<file path="src/rtl/muldiv_unit_pkg.sv">
// Shared opcode constants for the multiply/divide unit and its pipeline neighbours.
// Holds the EXE-stage op codes consumed (or deliberately ignored) by muldiv_unit,
// plus a helper that classifies ops which occupy the unit for several cycles.
package muldiv_unit_pkg;

    localparam logic [7:0] EXE_MFHI_OP  = 8'b0001_0000;
    localparam logic [7:0] EXE_MTHI_OP  = 8'b0001_0001;
    localparam logic [7:0] EXE_MFLO_OP  = 8'b0001_0010;
    localparam logic [7:0] EXE_MTLO_OP  = 8'b0001_0011;
    localparam logic [7:0] EXE_MULT_OP  = 8'b0001_1000;
    localparam logic [7:0] EXE_MULTU_OP = 8'b0001_1001;
    localparam logic [7:0] EXE_DIV_OP   = 8'b0001_1010;
    localparam logic [7:0] EXE_DIVU_OP  = 8'b0001_1011;

    // Ops that run for more than one cycle and therefore stall the pipeline.
    function automatic logic is_muldiv_op(input logic [7:0] op);
        return (op == EXE_MULT_OP) || (op == EXE_MULTU_OP) ||
               (op == EXE_DIV_OP)  || (op == EXE_DIVU_OP);
    endfunction

endpackage

</file>
<file path="src/rtl/muldiv_unit_if.sv">
// EXE-stage request/response bundle between the pipeline and the multiply/divide unit.
// master (pipeline) drives flush/start/op/a/b; slave (muldiv_unit) returns hi/lo/done/stall.
// stall is combinational from the slave and freezes the master's op/a/b while high.
interface muldiv_unit_if #(
    parameter int WIDTH = 32
);
    logic             flush;
    logic             start;
    logic [7:0]       op;
    logic [WIDTH-1:0] a;
    logic [WIDTH-1:0] b;
    logic [WIDTH-1:0] hi;
    logic [WIDTH-1:0] lo;
    logic             done;
    logic             stall;

    modport master (
        output flush, start, op, a, b,
        input  hi, lo, done, stall
    );

    modport slave (
        input  flush, start, op, a, b,
        output hi, lo, done, stall
    );
endinterface

</file>
<file path="src/rtl/muldiv_unit_div_core.sv">
// Iterative unsigned radix-2 restoring divider, one quotient bit per cycle.
// Latency: WIDTH cycles after start; valid marks the cycle whose step yields the final result.
// Ports: clk/rst/flush control; start loads dividend/divisor; quotient/remainder/valid out.
module div_core #(
    parameter int WIDTH = 32
) (
    input  logic             clk,
    input  logic             rst,
    input  logic             flush,
    input  logic             start,
    input  logic [WIDTH-1:0] dividend,
    input  logic [WIDTH-1:0] divisor,
    output logic [WIDTH-1:0] quotient,
    output logic [WIDTH-1:0] remainder,
    output logic             valid
);

    localparam int CW = (WIDTH > 1) ? $clog2(WIDTH) : 1;

    logic [WIDTH-1:0] rem;
    logic [WIDTH-1:0] quo;   // shifts dividend bits out the top, quotient bits in at the bottom
    logic [WIDTH-1:0] dvs;
    logic [CW-1:0]    cnt;
    logic             busy;

    logic [WIDTH:0]   rem_sh;
    logic [WIDTH:0]   diff;
    logic             fits;
    logic [WIDTH-1:0] rem_next;
    logic [WIDTH-1:0] quo_next;

    always_comb begin
        rem_sh   = {rem, quo[WIDTH-1]};
        diff     = rem_sh - {1'b0, dvs};
        fits     = ~diff[WIDTH];
        rem_next = fits ? diff[WIDTH-1:0] : rem_sh[WIDTH-1:0];
        quo_next = {quo[WIDTH-2:0], fits};
    end

    // Results are the outcome of the current step so the owner can capture them
    // on the same edge that completes the last step.
    assign quotient  = quo_next;
    assign remainder = rem_next;
    assign valid     = busy && (cnt == CW'(WIDTH - 1));

    always_ff @(posedge clk) begin
        if (rst) begin
            rem  <= '0;
            quo  <= '0;
            dvs  <= '0;
            cnt  <= '0;
            busy <= 1'b0;
        end else if (flush) begin
            busy <= 1'b0;
        end else if (start) begin
            rem  <= '0;
            quo  <= dividend;
            dvs  <= divisor;
            cnt  <= '0;
            busy <= 1'b1;
        end else if (busy) begin
            rem <= rem_next;
            quo <= quo_next;
            cnt <= cnt + CW'(1);
            if (valid) begin
                busy <= 1'b0;
            end
        end
    end

endmodule

</file>
<file path="src/rtl/muldiv_unit.sv">
// Multi-cycle multiply/divide unit owning HI/LO; runs MULT/MULTU/DIV/DIVU/MTHI/MTLO from EXE.
// Latency: fast MUL done at cycle 2, iterative MUL and DIV done at cycle WIDTH+1; MTHI/MTLO 1 edge.
// Ports: clk, rst (sync, active-high), bus (slave: flush/start/op/a/b in, hi/lo/done/stall out).
module muldiv_unit
    import muldiv_unit_pkg::*;
#(
    parameter int WIDTH         = 32,
    parameter int MUL_ITERATIVE = 0
) (
    input  logic         clk,
    input  logic         rst,
    muldiv_unit_if.slave bus
);

    localparam int CW = (WIDTH > 1) ? $clog2(WIDTH) : 1;

    typedef enum logic [1:0] {
        S_IDLE = 2'd0,
        S_MUL  = 2'd1,
        S_DIV  = 2'd2,
        S_DONE = 2'd3
    } state_t;

    state_t           state;
    logic [WIDTH-1:0] hi_q;
    logic [WIDTH-1:0] lo_q;
    logic [WIDTH-1:0] a_q;
    logic [WIDTH-1:0] b_q;
    logic             sgn_q;
    logic [CW-1:0]    cnt;
    logic [2*WIDTH-1:0] mcand;
    logic [2*WIDTH-1:0] acc;
    logic [WIDTH-1:0] mplier;

    logic             op_mul;
    logic             op_div;
    logic             op_signed;
    logic             accept;
    logic [WIDTH-1:0] a_mag;
    logic [WIDTH-1:0] b_mag;

    logic [2*WIDTH-1:0] a_ext;
    logic [2*WIDTH-1:0] b_ext;
    logic [2*WIDTH-1:0] mul_fast;
    logic [2*WIDTH-1:0] acc_next;
    logic [2*WIDTH-1:0] mul_res;
    logic               mul_last;
    logic               res_neg;
    logic               rem_neg;

    logic [WIDTH-1:0] div_quo;
    logic [WIDTH-1:0] div_rem;
    logic             div_valid;
    logic [WIDTH-1:0] div_hi;
    logic [WIDTH-1:0] div_lo;

    assign op_mul    = (bus.op == EXE_MULT_OP) || (bus.op == EXE_MULTU_OP);
    assign op_div    = (bus.op == EXE_DIV_OP)  || (bus.op == EXE_DIVU_OP);
    assign op_signed = (bus.op == EXE_MULT_OP) || (bus.op == EXE_DIV_OP);
    assign accept    = (state == S_IDLE) && bus.start && !bus.flush;

    // Iterative multiply and divide both work on magnitudes; signs are restored on write-back.
    assign a_mag = (op_signed && bus.a[WIDTH-1]) ? -bus.a : bus.a;
    assign b_mag = (op_signed && bus.b[WIDTH-1]) ? -bus.b : bus.b;

    assign res_neg = sgn_q && (a_q[WIDTH-1] ^ b_q[WIDTH-1]);
    assign rem_neg = sgn_q && a_q[WIDTH-1];

    always_comb begin
        a_ext    = sgn_q ? {{WIDTH{a_q[WIDTH-1]}}, a_q} : {{WIDTH{1'b0}}, a_q};
        b_ext    = sgn_q ? {{WIDTH{b_q[WIDTH-1]}}, b_q} : {{WIDTH{1'b0}}, b_q};
        mul_fast = a_ext * b_ext;
        acc_next = mplier[0] ? (acc + mcand) : acc;
        if (MUL_ITERATIVE != 0) begin
            mul_res  = res_neg ? -acc_next : acc_next;
            mul_last = (cnt == CW'(WIDTH - 1));
        end else begin
            mul_res  = mul_fast;
            mul_last = 1'b1;
        end
    end

    // A zero divisor bypasses sign correction entirely: quotient all ones, remainder = dividend.
    always_comb begin
        if (b_q == '0) begin
            div_lo = '1;
            div_hi = a_q;
        end else begin
            div_lo = res_neg ? -div_quo : div_quo;
            div_hi = rem_neg ? -div_rem : div_rem;
        end
    end

    div_core #(
        .WIDTH (WIDTH)
    ) u_div (
        .clk       (clk),
        .rst       (rst),
        .flush     (bus.flush),
        .start     (accept && op_div),
        .dividend  (a_mag),
        .divisor   (b_mag),
        .quotient  (div_quo),
        .remainder (div_rem),
        .valid     (div_valid)
    );

    always_ff @(posedge clk) begin
        if (rst) begin
            state  <= S_IDLE;
            hi_q   <= '0;
            lo_q   <= '0;
            a_q    <= '0;
            b_q    <= '0;
            sgn_q  <= 1'b0;
            cnt    <= '0;
            mcand  <= '0;
            mplier <= '0;
            acc    <= '0;
        end else begin
            case (state)
                S_IDLE: begin
                    if (accept) begin
                        a_q    <= bus.a;
                        b_q    <= bus.b;
                        sgn_q  <= op_signed;
                        cnt    <= '0;
                        mcand  <= {{WIDTH{1'b0}}, a_mag};
                        mplier <= b_mag;
                        acc    <= '0;
                        if (op_mul) begin
                            state <= S_MUL;
                        end else if (op_div) begin
                            state <= S_DIV;
                        end else if (bus.op == EXE_MTHI_OP) begin
                            hi_q <= bus.a;
                        end else if (bus.op == EXE_MTLO_OP) begin
                            lo_q <= bus.a;
                        end
                    end
                end
                S_MUL: begin
                    if (bus.flush) begin
                        state <= S_IDLE;
                    end else if (mul_last) begin
                        hi_q  <= mul_res[2*WIDTH-1:WIDTH];
                        lo_q  <= mul_res[WIDTH-1:0];
                        state <= S_DONE;
                    end else begin
                        acc    <= acc_next;
                        mcand  <= mcand << 1;
                        mplier <= mplier >> 1;
                        cnt    <= cnt + CW'(1);
                    end
                end
                S_DIV: begin
                    if (bus.flush) begin
                        state <= S_IDLE;
                    end else if (div_valid) begin
                        hi_q  <= div_hi;
                        lo_q  <= div_lo;
                        state <= S_DONE;
                    end
                end
                S_DONE: begin
                    state <= S_IDLE;
                end
                default: begin
                    state <= S_IDLE;
                end
            endcase
        end
    end

    assign bus.hi    = hi_q;
    assign bus.lo    = lo_q;
    assign bus.done  = (state == S_DONE);
    // Low in DONE so the pipeline advances on the edge that leaves DONE.
    assign bus.stall = (accept && is_muldiv_op(bus.op)) || (state == S_MUL) || (state == S_DIV);

endmodule

</file>
<file path="src/flat_wrapper.sv">
// flat-port wrapper written by rule: the top's interface ports become plain ports
module muldiv_unit_flat import muldiv_unit_pkg::*;
#(
    parameter int WIDTH         = 32,
    parameter int MUL_ITERATIVE = 0
)
  (clk, rst, bus_flush, bus_start, bus_op, bus_a, bus_b, bus_hi, bus_lo, bus_done, bus_stall);
  muldiv_unit_if #(.WIDTH(WIDTH)) bus_i ();
  input  logic clk;
  input  logic rst;
  input wire logic [$bits(bus_i.flush)-1:0] bus_flush;
  input wire logic [$bits(bus_i.start)-1:0] bus_start;
  input wire logic [$bits(bus_i.op)-1:0] bus_op;
  input wire logic [$bits(bus_i.a)-1:0] bus_a;
  input wire logic [$bits(bus_i.b)-1:0] bus_b;
  output wire logic [$bits(bus_i.hi)-1:0] bus_hi;
  output wire logic [$bits(bus_i.lo)-1:0] bus_lo;
  output wire logic [$bits(bus_i.done)-1:0] bus_done;
  output wire logic [$bits(bus_i.stall)-1:0] bus_stall;
  assign bus_i.flush = bus_flush;
  assign bus_i.start = bus_start;
  assign bus_i.op = bus_op;
  assign bus_i.a = bus_a;
  assign bus_i.b = bus_b;
  assign bus_hi = bus_i.hi;
  assign bus_lo = bus_i.lo;
  assign bus_done = bus_i.done;
  assign bus_stall = bus_i.stall;
  muldiv_unit #(.WIDTH(WIDTH), .MUL_ITERATIVE(MUL_ITERATIVE)) u_core (.clk(clk), .rst(rst), .bus(bus_i));
endmodule
</file>
<file path="config.mk">
export PLATFORM = sky130hd
export DESIGN_NAME = muldiv_unit_flat
export DESIGN_NICKNAME = d
export VERILOG_FILES = /design/src/rtl/muldiv_unit_pkg.sv /design/src/rtl/muldiv_unit_if.sv /design/src/rtl/muldiv_unit_div_core.sv /design/src/rtl/muldiv_unit.sv /design/src/flat_wrapper.sv
export SDC_FILE = /design/constraint.sdc
export NUM_CORES = 2
export LEC_CHECK = 0
export ABC_AREA = 1
export BUFFER_PORTS_ARGS = -buffer_cell sky130_fd_sc_hd__buf_2
export CAP_MARGIN = 30
export CORE_MARGIN = 2
export CORE_UTILIZATION = 28
export DETAILED_ROUTE_END_ITERATION = 7
export PLACE_DENSITY = 0.5
export SYNTH_ARGS = -nofsm -noshare
export SYNTH_HDL_FRONTEND = slang
export SYNTH_SLANG_ARGS = --single-unit
</file>
<file path="constraint.sdc">
create_clock -name clk -period 8.45 [get_ports clk]
set_input_delay 0.4225 -clock clk [delete_from_list [all_inputs] [get_ports clk]]
set_output_delay 0.4225 -clock clk [all_outputs]
set_load 0.01 [all_outputs]
</file>
# Word-level counts from Yosys, hierarchy flattened
# Index checks and enable logic that the tools add are counted.
totals:
  ram_bits: 0
  reg_bits: 233
  word_cells: 112
  out_inout_bits: 66
  romBits: 0
  n_memories: 0
  latchBits: 0
  in_bits: 76
op_classes:
  add_sub_neg: 6
  n_reduce_logical: 28
  multipliers: 1
  n_lt_le_gt_ge: 0
  n_mux: 42
  shift: 0
  n_bitwise: 3
  n_eq_ne: 21
  div_mod_pow: 0
ops:
  columns: ["op", "n"]
  rows:
  - ["$mux W32", 26]
  - ["$pmux W32 S3", 2]
  - ["$mux W64", 2]
  - ["$neg A32 Y32", 4]
  - ["$mul A64 B64 Y64", 1]
  - ["$eq A8 B5 Y1 const B", 6]
  - ["$sub A33 B32 Y33", 1]
  - ["$logic_not A32 Y1", 1]
  - ["$ne A2 B2 Y1 const B", 7]
  - ["$mux W2", 6]
  - ["$mux W5", 2]
  - ["$logic_and A1 B1 Y1", 9]
  - ["$reduce_and A9 Y1", 1]
  - ["$pmux W2 S4", 1]
  - ["$reduce_and A8 Y1", 1]
  - ["$logic_or A1 B1 Y1", 7]
  - ["$reduce_and A2 Y1", 3]
  - ["$add A5 B1 Y5 const B", 1]
  - ["$eq A5 B5 Y1 const B", 1]
  - ["$eq A2 B2 Y1 const B", 2]
  - ["$ne A2 B1 Y1 const B", 2]
  - ["$mux W1", 3]
  - ["$ne A3 B1 Y1 const B", 1]
  - ["$ne A3 B2 Y1 const B", 1]
  - ["9 further kinds", 10]

# Longest topological paths before layout
logic_depth:
  depth_word: 8
  mapped_depth: 43
  depth_no_buf: 42

# By module
# From an unflattened synthesis, not the netlist that was laid out.
unflattened:
  cells_unflattened: 8947
  area_unflattened_um2: 66660.2
by_module_without_submodules:
  columns: ["module", "area_per_inst_um2", "n_inst", "seq_area_each_um2", "cells_per_inst"]
  rows:
  - ["muldiv_unit", 59258.1, 1, 2622.5, 7727]
  - ["div_core", 7402.1, 1, 2042.0, 1220]

# Least setup slack after synthesis
# Ideal clock, no wire load.
synth_timing:
  path_type: "reg2reg"
  from: "reg u_core.a_q[31]"
  to: "reg u_core.hi_q[31], in the netlist u_core.bus.hi[31]"
  arrival_time_ps: 8960
  required_ps: 8380
  path_buffers: 3
  stages_incl_launch_ff: 40
  period_less_slack_ps: 9030
  slack_ps: -580
  setup_time_ps: 70
  path_cell_list: "dfxtp_1 -> clkbuf_1 -> nand2_1 -> inv_2 -> clkbuf_1 -> buf_1 -> nand2_1 -> fa_1 -> inv_1 -> fa_1 -> fa_1 -> inv_1 -> fa_1 -> inv_1 -> fa_1 -> fa_1 -> fa_1 -> inv_1 -> (+4 left out) -> fa_1 -> inv_1 -> ha_1 -> nand2_1 -> inv_1 -> nand3_1 -> inv_1 -> nand2_1 -> inv_1 -> nand2_1 -> o221ai_1 -> a31oi_1 -> inv_1 -> nand2_1 -> nand3_1 -> nand2_1 -> nand2_1 -> a21oi_1"
synth_between:
  elab_chain_len: 6
  word_cells_on_any_way: 9
  classes_between: "mul: 1; mux: 7; reduce/logical: 1"
synth_lines:
  columns: ["item", "line_no", "source"]
  rows:
  - ["start: declaration", "muldiv_unit.sv:27", "logic [WIDTH-1:0] a_q;"]
  - ["start signal: assignment", "muldiv_unit.sv:124", "a_q <= bus.a;"]
  - ["branches (longest 5 deep; another with $mul A64 B64 Y64)", null, null]
  - ["$pmux W32 S3 *", "muldiv_unit.sv:121", "case (state)"]
  - ["end signal: assignment", "muldiv_unit.sv:136", "hi_q <= bus.a;"]
  - ["end signal: assignment", "muldiv_unit.sv:146", "hi_q <= mul_res[2*WIDTH-1:WIDTH];"]
  - ["end signal: assignment", "muldiv_unit.sv:160", "hi_q <= div_hi;"]
  - ["end: declaration", "muldiv_unit.sv:25", "logic [WIDTH-1:0] hi_q;"]
# Mark *: on every way between the ends. The select of a mux whose other input is x is not followed.
# A chain may end at the register's enable or synchronous reset.

# Worst setup path in the final report
layout_timing:
  from: "reg u_core.a_q[31]"
  to: "reg u_core.hi_q[22], in the netlist u_core.bus.hi[22]"
# Same word-level chain as after synthesis.

==> impl_metrics.ini <==
[run_status]
run_status = finished with violations
failing_checks = setup timing

[layout]
area.growth.synth_to_final_pct = 23.5
share_of_post_route_cells_with_drive_strength_above_1_pct = 19.6
nets = 11319
most_common_library_cell_in_the_layout_ignoring_fill_and_taps = inv_1
mostFrequentLayoutCells = inv_1, nand2_1, fa_1
final_core_util_pct = 34.9
final.fill_count = 24924

[route]
post-route-drc-count = 0
routed-via-count = 58612
route.detailed.wl_per_inst_microns = 22.4
drt-total-wl_microns = 283000
post_drt_via_cell_ratio = 4.64
ant_nets = 0
drt_pre_antenna_iters = 6
drt_iter0_markers = 4820

[global_routing]
antenna_found_initial = 20
grt_start_max_net_pins = 80
grt_first_pass_wirelength_microns = 411000
global_route.usage.total_pct = 23.4
first_global_vias = 61714
globalRoute.totalOverflow = 0

[worst_setup_path]
timing.critical_path.max_delay_family = adder cells
critical_path_buf_inv_count = 11
critical_path.startpoint_type = flip-flop
arrival_time_at_the_worst_endpoint_ns = 9.01
timing.critical_path.required_ns = 8.98
timing.critical_path.slowest_cell_delay_ns = 0.70
critical_path_peak_fanout = 8
reg2reg_slack_ns = -0.04
critical_path.most_common_cell = fa_1
path_class = reg2reg
kind_of_end_point_of_the_critical_path = flip-flop
critical-path-slowest-cell = fa_2

[pwr]
total_switching_power_mw = 8.16
power_density_mw_per_mm2 = 182
combinationalPowerShare_pct = 78.9
power_report.internal_total_mw = 6.59
leakagePower_nw = 44.7
sequentialPowerShare_pct = 11.3
power.switching_fraction_pct = 55.3
design_power_total_mw = 14.8
max-vdd-ir-drop_mv = 0.468
clockPowerShare_pct = 9.8

[die]
die_area_sq_mm = 0.239
core-area_sq_mm = 0.233
horizontal_die_dimension_microns = 489
top_level_i_o_count = 142
die-height_microns = 489
start_util_pct = 28.2
num_rows = 177

[synthesis]
synth.avg_cell_area_sq_um = 7.52
largest_family_of_logic_cells_by_synthesized_area = adder cells
area_share_of_xor_xnor_cells_in_the_synthesized_design_pct = 1.63
synth_cell_type_count = 58
synth.ff_latch_count = 233
synthSimpleGateAreaFrac_pct = 16.8
postSynthNetCount = 10588
mappedNetlistArea_sq_mm = 0.0657
yosys_most_used_dff = dfxtp_1
postSynthCellCount = 8741
netlist.top_cell.by_area = fa_1
netlist.area_leader.share_pct = 43.2
netlist_top_cells_area = fa_1, inv_1, nand2_1
ys_async_sr_fraction_pct = 0
synth_sequential_area_ratio_pct = 7.09
synth_mux_area_share_pct = 0
yosys_warnings = 0
synth-edff-count = 0
synth_compound_area_share_pct = 7.56
adder_and_majority_gate_portion_of_the_synthesized_area_pct = 49.9

[clocking]
cts_tree = yes
postCtsHoldBufs = 0
cts_max_level = 1
cts.reportedPaths.clkPinSlew_ns = 0.07
clock_tree.root_cell = clkbuf_16
clock-sinks = 233
cts.path.max_buffers = 3
clkLatencyLatePin_ns = 0.66
number_of_buffers_created_by_cts = 31

[timing]
final_max_slew_viol_count = 0
finalClockSkew_ns = 0.0273
min_period_ns = 8.49
max_freq_mhz = 118
fin_ws_ns = -0.0379
timing.max_slew.rel_slack_pct = 36.7
report.final.setup_viol = 3
grt_setup_unrepaired = true
worst-slew-pin-transition_ns = 0.940
portion_of_the_clock_cycle_consumed_by_the_worst_path_in_the_final_layout_pct = 100
finalHoldViolations = 0

[run]
max_cap_viol_count = 0

[min_path]
worstHoldPathType = in2reg

[place]
port_buffers = 141
place_congestion = 0.979
hpwl_microns = 233000
==> final cells by class <==
class / instances / area (sq um) / share of cell area, %
multi-input cells: 5537 / 52200 / 64.3
inverters: 2580 / 9710 / 12.0
diodes: 10 / 25.0 / 0.0308
flip-flops and latches: 233 / 4770 / 5.87
repair buffers: 1089 / 9580 / 11.8
clock buffers: 40 / 830 / 1.02
clock inverters: 16 / 190 / 0.234
well taps: 3132 / 3920 / 4.82
==> logic make-up after synthesis <==
group,after synthesis
AO/OA/AOI/OAI,924
XOR/XNOR,122
buffers and inverters,2971
adder cells (fa/ha/maj),1771
flip-flops,233
AND/OR/NAND/NOR,2720
==> power by group through the flow <==
stage,combinational (mW),sequential (mW),clock [mW]
6_report,11.6,1.67,1.44
3_3_place_gp,10.1,1.68,0
3_5_place_dp,10.0,1.68,0
4_1_cts,10.8,1.66,1.46
2_1_floorplan,5.23,1.44,0
5_1_grt,12.6,1.66,1.49
==> layer usage <==
layer	up-vias	track usage (%)	share of wire (%)
met5	-	0	0.011
met1	29630	31.6	42
li1	26576	-	-
met2	2030	38.7	46
met4	4	8.41	4.8
met3	372	2.39	6.9
==> flip-flops by register name (all words and copies together) (netlist names) <==
signal / cells
u_core.a_q: 32
u_core.b_q: 32
u_core.bus.hi: 32
u_core.bus.lo: 32
u_core.u_div.dvs: 32
u_core.u_div.quo: 32
u_core.u_div.rem: 32
u_core.u_div.cnt: 5
u_core.state: 2
u_core.sgn_q: 1
u_core.u_div.busy: 1
==> final timing paths <==
path	end	startpoint	cells after the start
worst max-delay path	u_core.bus.hi[22]	u_core.a_q[31]	36
worst min-delay path	u_core.u_div.dvs[31]	bus_b[31]	3
worst max register to register	u_core.bus.hi[22]	u_core.a_q[31]	36
worst min register to register	u_core.u_div.cnt[4]	u_core.u_div.cnt[4]	2
==> through the flow <==
step	setup slack, ns	TNS, ns	area, sq um	hold WS [ns]	cells
floorplan	0.000641	0	65800	0.440	8741
global placement	-0.583	-9.23	76500	0.456	12471
detailed placement	-0.634	-9.77	76500	0.462	12474
CTS	-0.0318	-0.150	79100	0.0324	12572
global route	-0.371	-4.23	81200	0.0867	12630
finish	-0.0379	-0.0643	81200	0.0556	12637
==> tightest hold or removal path, stage by stage <==
cell and delay [ns]:
buf_2 0.10, nand4_1 0.08, o21ai_0 0.07
==> timing repair <==
item                                    in CTS  in global routing
gates resized for setup                    350                434
gates cloned                                 2                  7
setup buffers                               41                 54
pin swaps                                  130                201
endpoints found under the setup margin      29                 38
==> synth_stat cells (all sizes together), types with 3 or more instances <==
master and number:
a211oi 7, a21boi 3, a21o 3, a21oi 435
a31oi 29, buf 32, clkbuf 359, dfxtp 233
fa 1420, ha 351, inv 2578, nand2 1956
nand3 154, nand3b 14, nand4 26, nor2 475
nor3 50, nor4 16, o211ai 30, o21a 11
o21ai 364, o21bai 12, o221ai 7, o22ai 9
o31ai 3, or2 26, xnor2 54, xor2 68
(Power assumes the default switching activity.)
